$ cat src/rtl/ysyx_23060208_uart_tx_pkg.sv
// Shared constants for the UART TX peripheral: register offsets,
// AXI response codes and the transmitter FSM state encoding.
package ysyx_23060208_uart_tx_pkg;

    localparam logic [3:0] UART_TXDATA = 4'h0;
    localparam logic [3:0] UART_STATUS = 4'h4;

    localparam logic [1:0] RESP_OKAY   = 2'b00;
    localparam logic [1:0] RESP_SLVERR = 2'b10;
    localparam logic [1:0] RESP_DECERR = 2'b11;

    typedef enum logic [2:0] {
        S_IDLE   = 3'd0,
        S_START  = 3'd1,
        S_DATA   = 3'd2,
        S_PARITY = 3'd3,
        S_STOP   = 3'd4
    } tx_state_e;

endpackage

$ cat src/rtl/ysyx_23060208_sync_fifo.sv
// Synchronous FIFO with wrap-bit pointers; push and pop may coincide,
// including a push while full when a pop happens in the same cycle.
// Ports: clk, rst (async, active-low), i_push/i_data, i_pop,
//        o_data (head entry), o_full, o_empty, o_count.
module ysyx_23060208_sync_fifo #(
    parameter int DEPTH = 4,
    parameter int WIDTH = 8
) (
    input  logic                       clk,
    input  logic                       rst,
    input  logic                       i_push,
    input  logic [WIDTH-1:0]           i_data,
    input  logic                       i_pop,
    output logic [WIDTH-1:0]           o_data,
    output logic                       o_full,
    output logic                       o_empty,
    output logic [$clog2(DEPTH):0]     o_count
);

    localparam int AW = $clog2(DEPTH);

    logic [AW:0]      r_wr;
    logic [AW:0]      r_rd;
    logic [WIDTH-1:0] r_mem [DEPTH];

    always_ff @(posedge clk) begin
        if (i_push) begin
            r_mem[r_wr[AW-1:0]] <= i_data;
        end
    end

    always_ff @(posedge clk or negedge rst) begin
        if (!rst) begin
            r_wr <= '0;
            r_rd <= '0;
        end else begin
            if (i_push) r_wr <= r_wr + 1'b1;
            if (i_pop)  r_rd <= r_rd + 1'b1;
        end
    end

    assign o_data  = r_mem[r_rd[AW-1:0]];
    assign o_empty = (r_wr == r_rd);
    // Same slot but different lap: the writer is a full lap ahead.
    assign o_full  = (r_wr[AW-1:0] == r_rd[AW-1:0]) &&
                     (r_wr[AW] != r_rd[AW]);
    assign o_count = r_wr - r_rd;

endmodule

$ cat src/rtl/ysyx_23060208_uart_tx.sv
// AXI4-Lite UART transmitter: writes to TXDATA queue bytes, a baud-timed
// shifter sends them as 8N1 frames; STATUS reports FIFO/shifter state.
// Ports: clk, rst (async, active-low), AXI4-Lite AW/W/B/AR/R channels
//        (uart_*), uart_tx serial line (idles high).
// Macro UART_TX_PARITY_EN adds an even-parity bit before the stop bit.
module ysyx_23060208_uart_tx
    import ysyx_23060208_uart_tx_pkg::*;
#(
    parameter int DATA_WIDTH = 32,
    parameter int BAUD_DIV   = 16,
    parameter int FIFO_DEPTH = 4
) (
    input  logic                  clk,
    input  logic                  rst,
    input  logic [DATA_WIDTH-1:0] uart_awaddr,
    input  logic                  uart_awvalid,
    output logic                  uart_awready,
    input  logic [DATA_WIDTH-1:0] uart_wdata,
    input  logic [2:0]            uart_wstrb,
    input  logic                  uart_wvalid,
    output logic                  uart_wready,
    output logic [1:0]            uart_bresp,
    output logic                  uart_bvalid,
    input  logic                  uart_bready,
    input  logic [DATA_WIDTH-1:0] uart_araddr,
    input  logic                  uart_arvalid,
    output logic                  uart_arready,
    output logic [DATA_WIDTH-1:0] uart_rdata,
    output logic [1:0]            uart_rresp,
    output logic                  uart_rvalid,
    input  logic                  uart_rready,
    output logic                  uart_tx
);

    localparam int BW = $clog2(BAUD_DIV);
    localparam int CW = $clog2(FIFO_DEPTH) + 1;
    localparam logic [BW-1:0] BAUD_LD = BW'(BAUD_DIV - 1);
`ifdef UART_TX_PARITY_EN
    localparam logic PAR_BIT = 1'b1;
`else
    localparam logic PAR_BIT = 1'b0;
`endif

    // Write channel
    logic       r_aw_vld;
    logic       r_w_vld;
    logic [1:0] r_awoff;
    logic [7:0] r_wbyte;
    logic [2:0] r_wstrb;
    logic       r_bvalid;
    logic [1:0] r_bresp;

    // Read channel
    logic                  r_rvalid;
    logic [1:0]            r_rresp;
    logic [DATA_WIDTH-1:0] r_rdata;

    // Transmitter
    tx_state_e      r_state;
    tx_state_e      w_state_nxt;
    logic [BW-1:0]  r_baud;
    logic [2:0]     r_bit;
    logic [7:0]     r_shift;
    logic           w_tick;
    logic           w_pop;
    logic           w_rot;
    logic           w_tx;

    // FIFO
    logic           w_push;
    logic [7:0]     w_fifo_dout;
    logic           w_full;
    logic           w_empty;
    logic [CW-1:0]  w_cnt;

    logic           w_wr_fire;
    logic           w_wr_req;
    logic [1:0]     w_bresp;
    logic [7:0]     w_stat;
    logic [1:0]     w_ar_off;
    logic [DATA_WIDTH-1:0] w_rd_data;
    logic [1:0]     w_rd_resp;
    logic           w_unused;

    assign w_unused = ^{uart_awaddr[DATA_WIDTH-1:4],
                        uart_awaddr[1:0],
                        uart_araddr[DATA_WIDTH-1:4],
                        uart_araddr[1:0],
                        uart_wdata[DATA_WIDTH-1:8]};

    assign uart_awready = !r_aw_vld && !r_bvalid;
    assign uart_wready  = !r_w_vld && !r_bvalid;
    assign uart_arready = !r_rvalid;
    assign uart_bvalid  = r_bvalid;
    assign uart_bresp   = r_bresp;
    assign uart_rvalid  = r_rvalid;
    assign uart_rresp   = r_rresp;
    assign uart_rdata   = r_rdata;
    assign uart_tx      = w_tx;

    ysyx_23060208_sync_fifo #(
        .DEPTH (FIFO_DEPTH),
        .WIDTH (8)
    ) u_fifo (
        .clk     (clk),
        .rst     (rst),
        .i_push  (w_push),
        .i_data  (r_wbyte),
        .i_pop   (w_pop),
        .o_data  (w_fifo_dout),
        .o_full  (w_full),
        .o_empty (w_empty),
        .o_count (w_cnt)
    );

    // ---------------- write path ----------------
    // One attempt per latched AW+W pair; bvalid blocks re-firing.
    assign w_wr_fire = r_aw_vld && r_w_vld && !r_bvalid;
    assign w_wr_req  = w_wr_fire && (|r_wstrb) &&
                       (r_awoff == UART_TXDATA[3:2]);
    // A pop in the same cycle frees the slot this push takes.
    assign w_push    = w_wr_req && (!w_full || w_pop);

    always_comb begin
        w_bresp = RESP_OKAY;
        if (r_awoff[1]) begin
            w_bresp = RESP_DECERR;
        end else if (w_wr_req && !w_push) begin
            w_bresp = RESP_SLVERR;
        end
    end

    always_ff @(posedge clk or negedge rst) begin
        if (!rst) begin
            r_aw_vld <= 1'b0;
            r_w_vld  <= 1'b0;
            r_awoff  <= '0;
            r_wbyte  <= '0;
            r_wstrb  <= '0;
            r_bvalid <= 1'b0;
            r_bresp  <= RESP_OKAY;
        end else begin
            if (uart_awvalid && uart_awready) begin
                r_aw_vld <= 1'b1;
                r_awoff  <= uart_awaddr[3:2];
            end
            if (uart_wvalid && uart_wready) begin
                r_w_vld <= 1'b1;
                r_wbyte <= uart_wdata[7:0];
                r_wstrb <= uart_wstrb;
            end
            if (w_wr_fire) begin
                r_bvalid <= 1'b1;
                r_bresp  <= w_bresp;
            end else if (r_bvalid && uart_bready) begin
                r_bvalid <= 1'b0;
                r_aw_vld <= 1'b0;
                r_w_vld  <= 1'b0;
            end
        end
    end

    // ---------------- read path ----------------
    assign w_stat   = {4'(w_cnt), PAR_BIT,
                       (r_state != S_IDLE), w_empty, w_full};
    assign w_ar_off = uart_araddr[3:2];

    always_comb begin
        w_rd_data = '0;
        w_rd_resp = RESP_OKAY;
        unique case (1'b1)
            (w_ar_off == UART_TXDATA[3:2]): begin
                w_rd_data = '0;
            end
            (w_ar_off == UART_STATUS[3:2]): begin
                w_rd_data = DATA_WIDTH'(w_stat);
            end
            default: begin
                w_rd_resp = RESP_DECERR;
            end
        endcase
    end

    always_ff @(posedge clk or negedge rst) begin
        if (!rst) begin
            r_rvalid <= 1'b0;
            r_rresp  <= RESP_OKAY;
            r_rdata  <= '0;
        end else if (uart_arvalid && uart_arready) begin
            r_rvalid <= 1'b1;
            r_rresp  <= w_rd_resp;
            r_rdata  <= w_rd_data;
        end else if (r_rvalid && uart_rready) begin
            r_rvalid <= 1'b0;
        end
    end

    // ---------------- transmitter ----------------
    assign w_tick = (r_baud == '0);

    always_comb begin
        w_state_nxt = r_state;
        w_pop       = 1'b0;
        w_rot       = 1'b0;
        w_tx        = 1'b1;
        unique case (r_state)
            S_IDLE: begin
                if (!w_empty) begin
                    w_pop       = 1'b1;
                    w_state_nxt = S_START;
                end
            end
            S_START: begin
                w_tx = 1'b0;
                if (w_tick) w_state_nxt = S_DATA;
            end
            S_DATA: begin
                w_tx = r_shift[0];
                if (w_tick) begin
                    w_rot = 1'b1;
                    if (r_bit == 3'd7) begin
`ifdef UART_TX_PARITY_EN
                        w_state_nxt = S_PARITY;
`else
                        w_state_nxt = S_STOP;
`endif
                    end
                end
            end
`ifdef UART_TX_PARITY_EN
            S_PARITY: begin
                // Eight rotations restore the byte, so XOR is still valid.
                w_tx = ^r_shift;
                if (w_tick) w_state_nxt = S_STOP;
            end
`endif
            S_STOP: begin
                if (w_tick) begin
                    if (!w_empty) begin
                        w_pop       = 1'b1;
                        w_state_nxt = S_START;
                    end else begin
                        w_state_nxt = S_IDLE;
                    end
                end
            end
            default: begin
                w_state_nxt = S_IDLE;
            end
        endcase
    end

    always_ff @(posedge clk or negedge rst) begin
        if (!rst) begin
            r_state <= S_IDLE;
            r_baud  <= BAUD_LD;
            r_bit   <= '0;
            r_shift <= '0;
        end else begin
            r_state <= w_state_nxt;
            if (w_state_nxt != r_state || w_tick ||
                r_state == S_IDLE) begin
                r_baud <= BAUD_LD;
            end else begin
                r_baud <= r_baud - BW'(1);
            end
            if (w_pop) begin
                r_shift <= w_fifo_dout;
                r_bit   <= '0;
            end else if (w_rot) begin
                // Rotate rather than shift so the byte survives the frame.
                r_shift <= {r_shift[0], r_shift[7:1]};
                r_bit   <= r_bit + 3'd1;
            end
        end
    end

endmodule

$ cat config.mk
export PLATFORM = sky130hd
export DESIGN_NAME = ysyx_23060208_uart_tx
export DESIGN_NICKNAME = d
export VERILOG_FILES = /design/src/rtl/ysyx_23060208_uart_tx_pkg.sv /design/src/rtl/ysyx_23060208_sync_fifo.sv /design/src/rtl/ysyx_23060208_uart_tx.sv
export SDC_FILE = /design/constraint.sdc
export NUM_CORES = 1
export LEC_CHECK = 0
export BUFFER_PORTS_ARGS = -buffer_cell sky130_fd_sc_hd__buf_2
export CORE_MARGIN = 2
export CORE_UTILIZATION = 44
export CTS_BUF_LIST = sky130_fd_sc_hd__clkbuf_8 sky130_fd_sc_hd__clkbuf_16
export DETAILED_ROUTE_END_ITERATION = 16
export PLACE_DENSITY = 0.77
export RECOVER_POWER = 100
export SYNTH_ARGS = -nofsm -noshare
export SYNTH_HDL_FRONTEND = slang
export SYNTH_SLANG_ARGS = --single-unit
$ cat constraint.sdc
create_clock -name clk -period 2 [get_ports clk]
set_input_delay 0.5 -clock clk [delete_from_list [all_inputs] [get_ports clk]]
set_output_delay 0.5 -clock clk [all_outputs]
set_load 0.01 [all_outputs]
Word level (Yosys, flattened, before mapping)
Memories as Yosys holds them, arrays and structs flattened.
Index checks and enable logic that the tools add are counted.
W data, S select, Z words.
{ "totals": {"wordCells": 98, "out_inout_bits": 42, "ramBits": 32, "register_bits": 77, "inputBits": 106, "memories": 1} }
{ "op_classes": {"n_reduce_logical": 33, "eq_ne": 9, "n_addsub": 5, "mux": 34} }
{ "memory_table": {"columns": ["name", "depth", "width", "read_ports", "rd_ports_with_merged_regs", "write_ports", "line_no", "text"], "rows": [
  ["u_fifo.r_mem", 4, 8, 1, 0, 1, "ysyx_23060208_sync_fifo.sv:24", "logic [WIDTH-1:0] r_mem [DEPTH];"]
]} }
{ "ops": {"columns": ["op", "count"], "rows": [
  ["$mux W3", 7],
  ["$mux W1", 17],
  ["$mux W8", 2],
  ["$logic_and A1 B1 Y1", 14],
  ["$pmux W3 S4", 1],
  ["$add A3 B1 Y3 const B", 3],
  ["$mux W7", 1],
  ["$eq A3 B3 Y1 const B", 2],
  ["$logic_not A1 Y1", 6],
  ["$mux W2", 3],
  ["$reduce_bool A2 Y1", 3],
  ["$logic_not A2 Y1", 2],
  ["$logic_not A4 Y1", 1],
  ["$mux W4", 1],
  ["$pmux W1 S2", 2],
  ["$sub A4 B1 Y4 const B", 1],
  ["$eq A3 B1 Y1 const B", 1],
  ["$eq A3 B2 Y1 const B", 1],
  ["$eq A3 B3 Y1", 1],
  ["$logic_not A3 Y1", 1],
  ["$logic_or A1 B1 Y1", 3],
  ["$ne A3 B3 Y1", 1],
  ["$reduce_bool A3 Y1", 1],
  ["$reduce_or A3 Y1", 1],
  ["other kinds (5)", 5]
]} }

Depth between registers and ports, before layout
{ "logic_depth": {"depth_word": 10, "mapped_depth": 8} }

Hierarchy
From an unflattened synthesis, not the netlist that was laid out.
{ "hier_totals": {"cells_unflattened": 290, "area_unflattened_um2": 3758.6} }
{ "modules_own_cells": {"columns": ["mod", "cells_per_inst", "area_each_um2", "instances"], "rows": [
  ["ysyx_23060208_uart_tx", 211, 2212.1, 1],
  ["ysyx_23060208_sync_fifo", 79, 1546.5, 1]
]} }

Least setup slack after synthesis
OpenSTA, ideal clock, no wires.
{ "synth_path": {"path_type": "register to register", "startpoint": "register u_fifo.r_rd[1]", "endpoint": "memory u_fifo.r_mem[2][0], enable pin", "synth_period_minus_slack_ns": 2.172, "t_arrival_ns": 1.841, "stages_incl_launch_ff": 8, "setup_slack_ns": -0.172, "required_ns": 1.668, "cell_sequence": "dfrtp_1 -> clkbuf_1 -> inv_1 -> ha_1 -> and2_1 -> nand2b_1 -> o21a_1 -> and2_1"} }
{ "synth_via": {"elab_chain_len": 8, "word_cells_on_any_way": 11} }
{ "synth_lines": {"columns": ["element", "line_no", "text"], "rows": [
  ["start, declared", "ysyx_23060208_sync_fifo.sv:23", "logic [AW:0] r_rd;"],
  ["start signal, assigned", "ysyx_23060208_sync_fifo.sv:38", "if (i_pop) r_rd <= r_rd + 1'b1;"],
  ["$eq A3 B3 Y1", "ysyx_23060208_sync_fifo.sv:43", "assign o_empty = (r_wr == r_rd);"],
  ["$mux W1", "ysyx_23060208_uart_tx.sv:208, ysyx_23060208_uart_tx.sv:239", null],
  ["$mux W1", "ysyx_23060208_uart_tx.sv:238", "if (w_tick) begin"],
  ["$pmux W1 S2", "ysyx_23060208_uart_tx.sv:206", "unique case (r_state)"],
  ["$logic_or A1 B1 Y1 (*)", "ysyx_23060208_uart_tx.sv:122", "assign w_push = w_wr_req && (!w_full || w_pop);"],
  ["$logic_and A1 B1 Y1 (*)", "ysyx_23060208_uart_tx.sv:122", null],
  ["$mux W1 (*)", "ysyx_23060208_sync_fifo.sv:27", "if (i_push) begin"],
  ["$mux W1 (implied by the code) (*)", "ysyx_23060208_sync_fifo.sv:28", "r_mem[r_wr[AW-1:0]] <= i_data;"],
  ["end, declared", "ysyx_23060208_sync_fifo.sv:24", null]
]} }
Every way passes the cells marked *; elsewhere a longest branch is shown, timed or not.

Worst setup path in the final report
{ "layout_path": {"startpoint": "register r_baud[1]", "endpoint": "register r_shift[7]"} }
{ "layout_via": {"elab_chain_len": 4, "word_cells_on_any_way": 7} }
{ "layout_lines": {"columns": ["element", "line_no", "text"], "rows": [
  ["start, declared", "ysyx_23060208_uart_tx.sv:61", "logic [BW-1:0] r_baud;"],
  ["start signal, assigned", "ysyx_23060208_uart_tx.sv:265", "r_baud <= r_baud - BW'(1);"],
  ["$logic_not A4 Y1 (*)", "ysyx_23060208_uart_tx.sv:199", "assign w_tick = (r_baud == '0);"],
  ["$mux W1 (on tied branches)", "ysyx_23060208_uart_tx.sv:238, ysyx_23060208_uart_tx.sv:219", null],
  ["$pmux W1 S2 or $mux W1 (tied branches)", "ysyx_23060208_uart_tx.sv:206", null],
  ["$mux W8 or $reduce_bool A2 Y1 (tied branches)", null, null],
  ["end signal, assigned", "ysyx_23060208_uart_tx.sv:268", "r_shift <= w_fifo_dout;"],
  ["end signal, assigned", "ysyx_23060208_uart_tx.sv:272", "r_shift <= {r_shift[0], r_shift[7:1]};"],
  ["end, declared", "ysyx_23060208_uart_tx.sv:63", "logic [7:0] r_shift;"]
]} }
Marked as above.
A chain may end at the register's enable or synchronous reset.

==> summary.txt <==
Outcome
  • Status: completed

Setup path
  • CP endpoint kind: flop
  • CP Max Fanout: 6
  • Crit path DAT: 2.18 ns
  • Critical path startpoint category: flop
  • Critical Path RT: 2.23 ns
  • Crit Path Class: flop to flop
  • Internal reg-to-reg setup slack: 0.05 ns

Job
  • Max-Cap Viols: 0

Clock network
  • Root buffer cell: clkbuf_8
  • Clk sink count: 82
  • Htree depth: 3
  • CTS clk-pin slew, worst paths: 0.08 ns
  • Total CTS buffers: 9
  • Worst-Skew Late Latency: 0.34 ns
  • CTS tree: done
  • Deepest clock path buffer count: 2

Placed design
  • Hpwl dp: 4290 µm
  • Gp weighted congestion: 0.764
  • Cells after DPL: 427
  • Place WS: -0.176 ns
  • Placed cell areas: 4050 µm²
  • Buffers added on ports: 37

Die
  • Die area: 9100 µm²
  • Die width: 95.4 µm
  • Starting Density: 0.450
  • I/O Pins: 148
  • Row cnt: 33
  • Core area: 8180 µm²
  • Die Y-Extent: 95.4 µm

Final layout
  • N_diodes: 0
  • Share of cells above drive strength 1: 0.285
  • Final net count: 452
  • Final Instance Area: 4270 µm²
  • Non-Filler Instances: 445
  • Syn-to-layout area delta: 16.0%

Drt
  • DR WL/cell: 13.5 µm
  • 1st-pass router iterations: 4
  • Vias/cell: 4.83
  • DRC: 0
  • Iteration-0 DRC Markers: 140
  • Via count: 2151
  • Final WL: 6010 µm
  • DRT antenna net count: 0

Synth
  • Seq cells post-synth: 82
  • Synth Flop Type: dfrtp_1
  • Count leader, synth: dfrtp_1
  • Synth Cell Area: 3680 µm²
  • Post-Synthesis Cells: 273
  • Synth top area cells: dfrtp_1 31%, edfxtp_1 26%, buf_4 5.9%, mux4_2 4.9%, mux2_2 4.6%
  • Number of synthesized flops with an enable pin: 32
  • Synth cell types: 42
  • Mapped Avg Cell Area: 13.5 µm²
  • Yosys top cell area share: 0.313
  • Commonest cells in the synthesized netlist: 46 x dfrtp_1, 32 x edfxtp_1, 30 x nand2_1, 29 x buf_4, 15 x mux2_2
  • Post-synthesis async set-or-reset flop share: 0.610
  • Sequential fraction of the synthesis area: 0.603
  • YS warnings: 0
  • Yosys top cell by area: dfrtp_1

Global routing
  • Initial antenna violation count: 0
  • Vias in the first global route: 2164
  • Largest net degree at the start of global routing: 51
  • Global-route wire length before repair: 10100 µm
  • GRT Util Overall: 0.147
  • GRT overflow: 0

Power
  • Pwr Total: 5850 µW
  • LEAKAGE: 0.00187 µW
  • P per Cell Area: 1370 nW/µm²
  • Peak VDD IR: 0.000791 V

Timing
  • Least-Margin Pin Slew: 1.20 ns
  • Slew Viols, Final: 0
  • Setup WS post-layout: 0.0463 ns
  • # setup viols final: 0
  • Min cycle time layout: 1.95 ns
  • Slew HR: 0.198
  • RSZ-0062 raised after global routing: true
  • Tcrit/Tclk final: 0.977
  • Final hold viol count: 0
  • Skew final: 0.00534 ns
  • Fmax achieved: 512 MHz

Min path
  • Hold Path Class: input pin to flop
==> cells in the final DEF (no fill, tap or decap), types with 2 or more instances in the layout <==
cell and n:
buf_2 22, xor2_1 2, or3_4 2, clkinvlp_4 2
conb_1 26, bufinv_16 2, dfstp_2 4, and2_4 3
nor3_1 2, o21ai_1 8, buf_4 17, edfxtp_1 32
nor2_1 10, inv_1 11, mux4_2 8, clkbuf_1 17
xnor2_1 7, inv_2 2, nand3b_1 2, nand2b_1 3
o21ai_0 8, mux2i_1 10, clkbuf_8 9, buf_12 2
nand2_1 30, ha_1 9, mux2_2 15, nor3b_1 3
dfrtp_1 46, a21oi_1 4
==> path summary, 6_finish.rpt <==
| kind | start | to | cells past startpoint |
|---|---|---|---|
| max in group asynchronous | rst | r_shift[4]$_DFFE_PN0P_ | 2 |
| max | r_baud[1]$_DFF_PN1_ | r_shift[7]$_DFFE_PN0P_ | 7 |
| max reg2reg | r_baud[1]$_DFF_PN1_ | r_shift[7]$_DFFE_PN0P_ | 7 |
| min | uart_rready | uart_rvalid$_DFFE_PN0P_ | 2 |
| min reg2reg | u_fifo.r_wr[2]$_DFFE_PN0N_ | u_fifo.r_wr[2]$_DFFE_PN0N_ | 1 |
| min in group asynchronous | rst | r_wbyte[3]$_DFFE_PN0P_ | 2 |
==> through the flow <==
stage	utilization	setup TNS, ns	hold slack [ns]
6_report	0.522	0	0.342
5_1_grt	0.522	-0.111	0.343
4_1_cts	0.522	-0.0555	0.122
2_1_floorplan	-	0	0.204
3_5_place_dp	0.495	-4.41	0.477
3_3_place_gp	0.495	-1.74	0.461
==> state kept, by name, summed over array words and instances, names as in the netlist <==
register and count:
uart_bvalid 1, u_fifo.r_rd 3, r_shift 8, r_w_vld 1
uart_rresp 1, r_bit 3, r_awoff 2, u_fifo.r_wr 3
uart_rdata 6, r_baud 4, uart_rvalid 1, r_wstrb 3
uart_bresp 2, r_state 3, r_wbyte 8, u_fifo.r_mem 32
r_aw_vld 1
==> worst max-delay path, cell delays in order, from the launching register on <==
cell	delay (ns)
dfstp_2	0.38
inv_2	0.06
ha_4	0.12
or3b_4	0.40
buf_6	0.15
or3_4	0.44
mux2i_1	0.19
o21ai_1	0.09
==> kinds of logic (layout without fill, tap and decap cells) <==
group           count (synthesis)  in the layout  synth area share
compound gates                 30             30            0.0534
xor+xnor                        9              9            0.0214
fa+ha+maj                      11             11            0.0395
buf+inv                        46             87            0.0786
flops                          82             82             0.603
mux                            33             33             0.122
other cells                     1             26           0.00102
simple gates                   61             62            0.0810
==> power breakdown <==
part	switching [µW]	internal [µW]
sequential	344	2350
clock	570	690
combinational	939	962
==> per-layer routing <==
layer / vias up / wire, µm / global-route usage / share of wire
li1: 1025 / - / - / -
met1: 1073 / 2560 / 0.178 / 0.43
met2: 46 / 3150 / 0.249 / 0.52
met3: 7 / 201 / 0.0261 / 0.033
met4: 0 / 98 / 0.0845 / 0.016
met5: - / 0 / 0 / 0
==> layout make-up <==
type	count	area, µm²
Multi-Input combinational cell	171	1310
Inverter	11	41.3
Fill cell	704	3910
Clock buffer	9	124
Clock inverter	7	86.3
Timing Repair Buffer	60	358
Tap cell	105	131
Sequential cell	82	2220
==> repair_timing <==
action,in CTS,in global routing
setup buffers,0,1
hold buffers,0,0
endpoints found under the setup margin,32,46
pin swaps,1,7
cloned,0,1
gates resized for setup,4,9
Power figures use the tool's default switching activity.
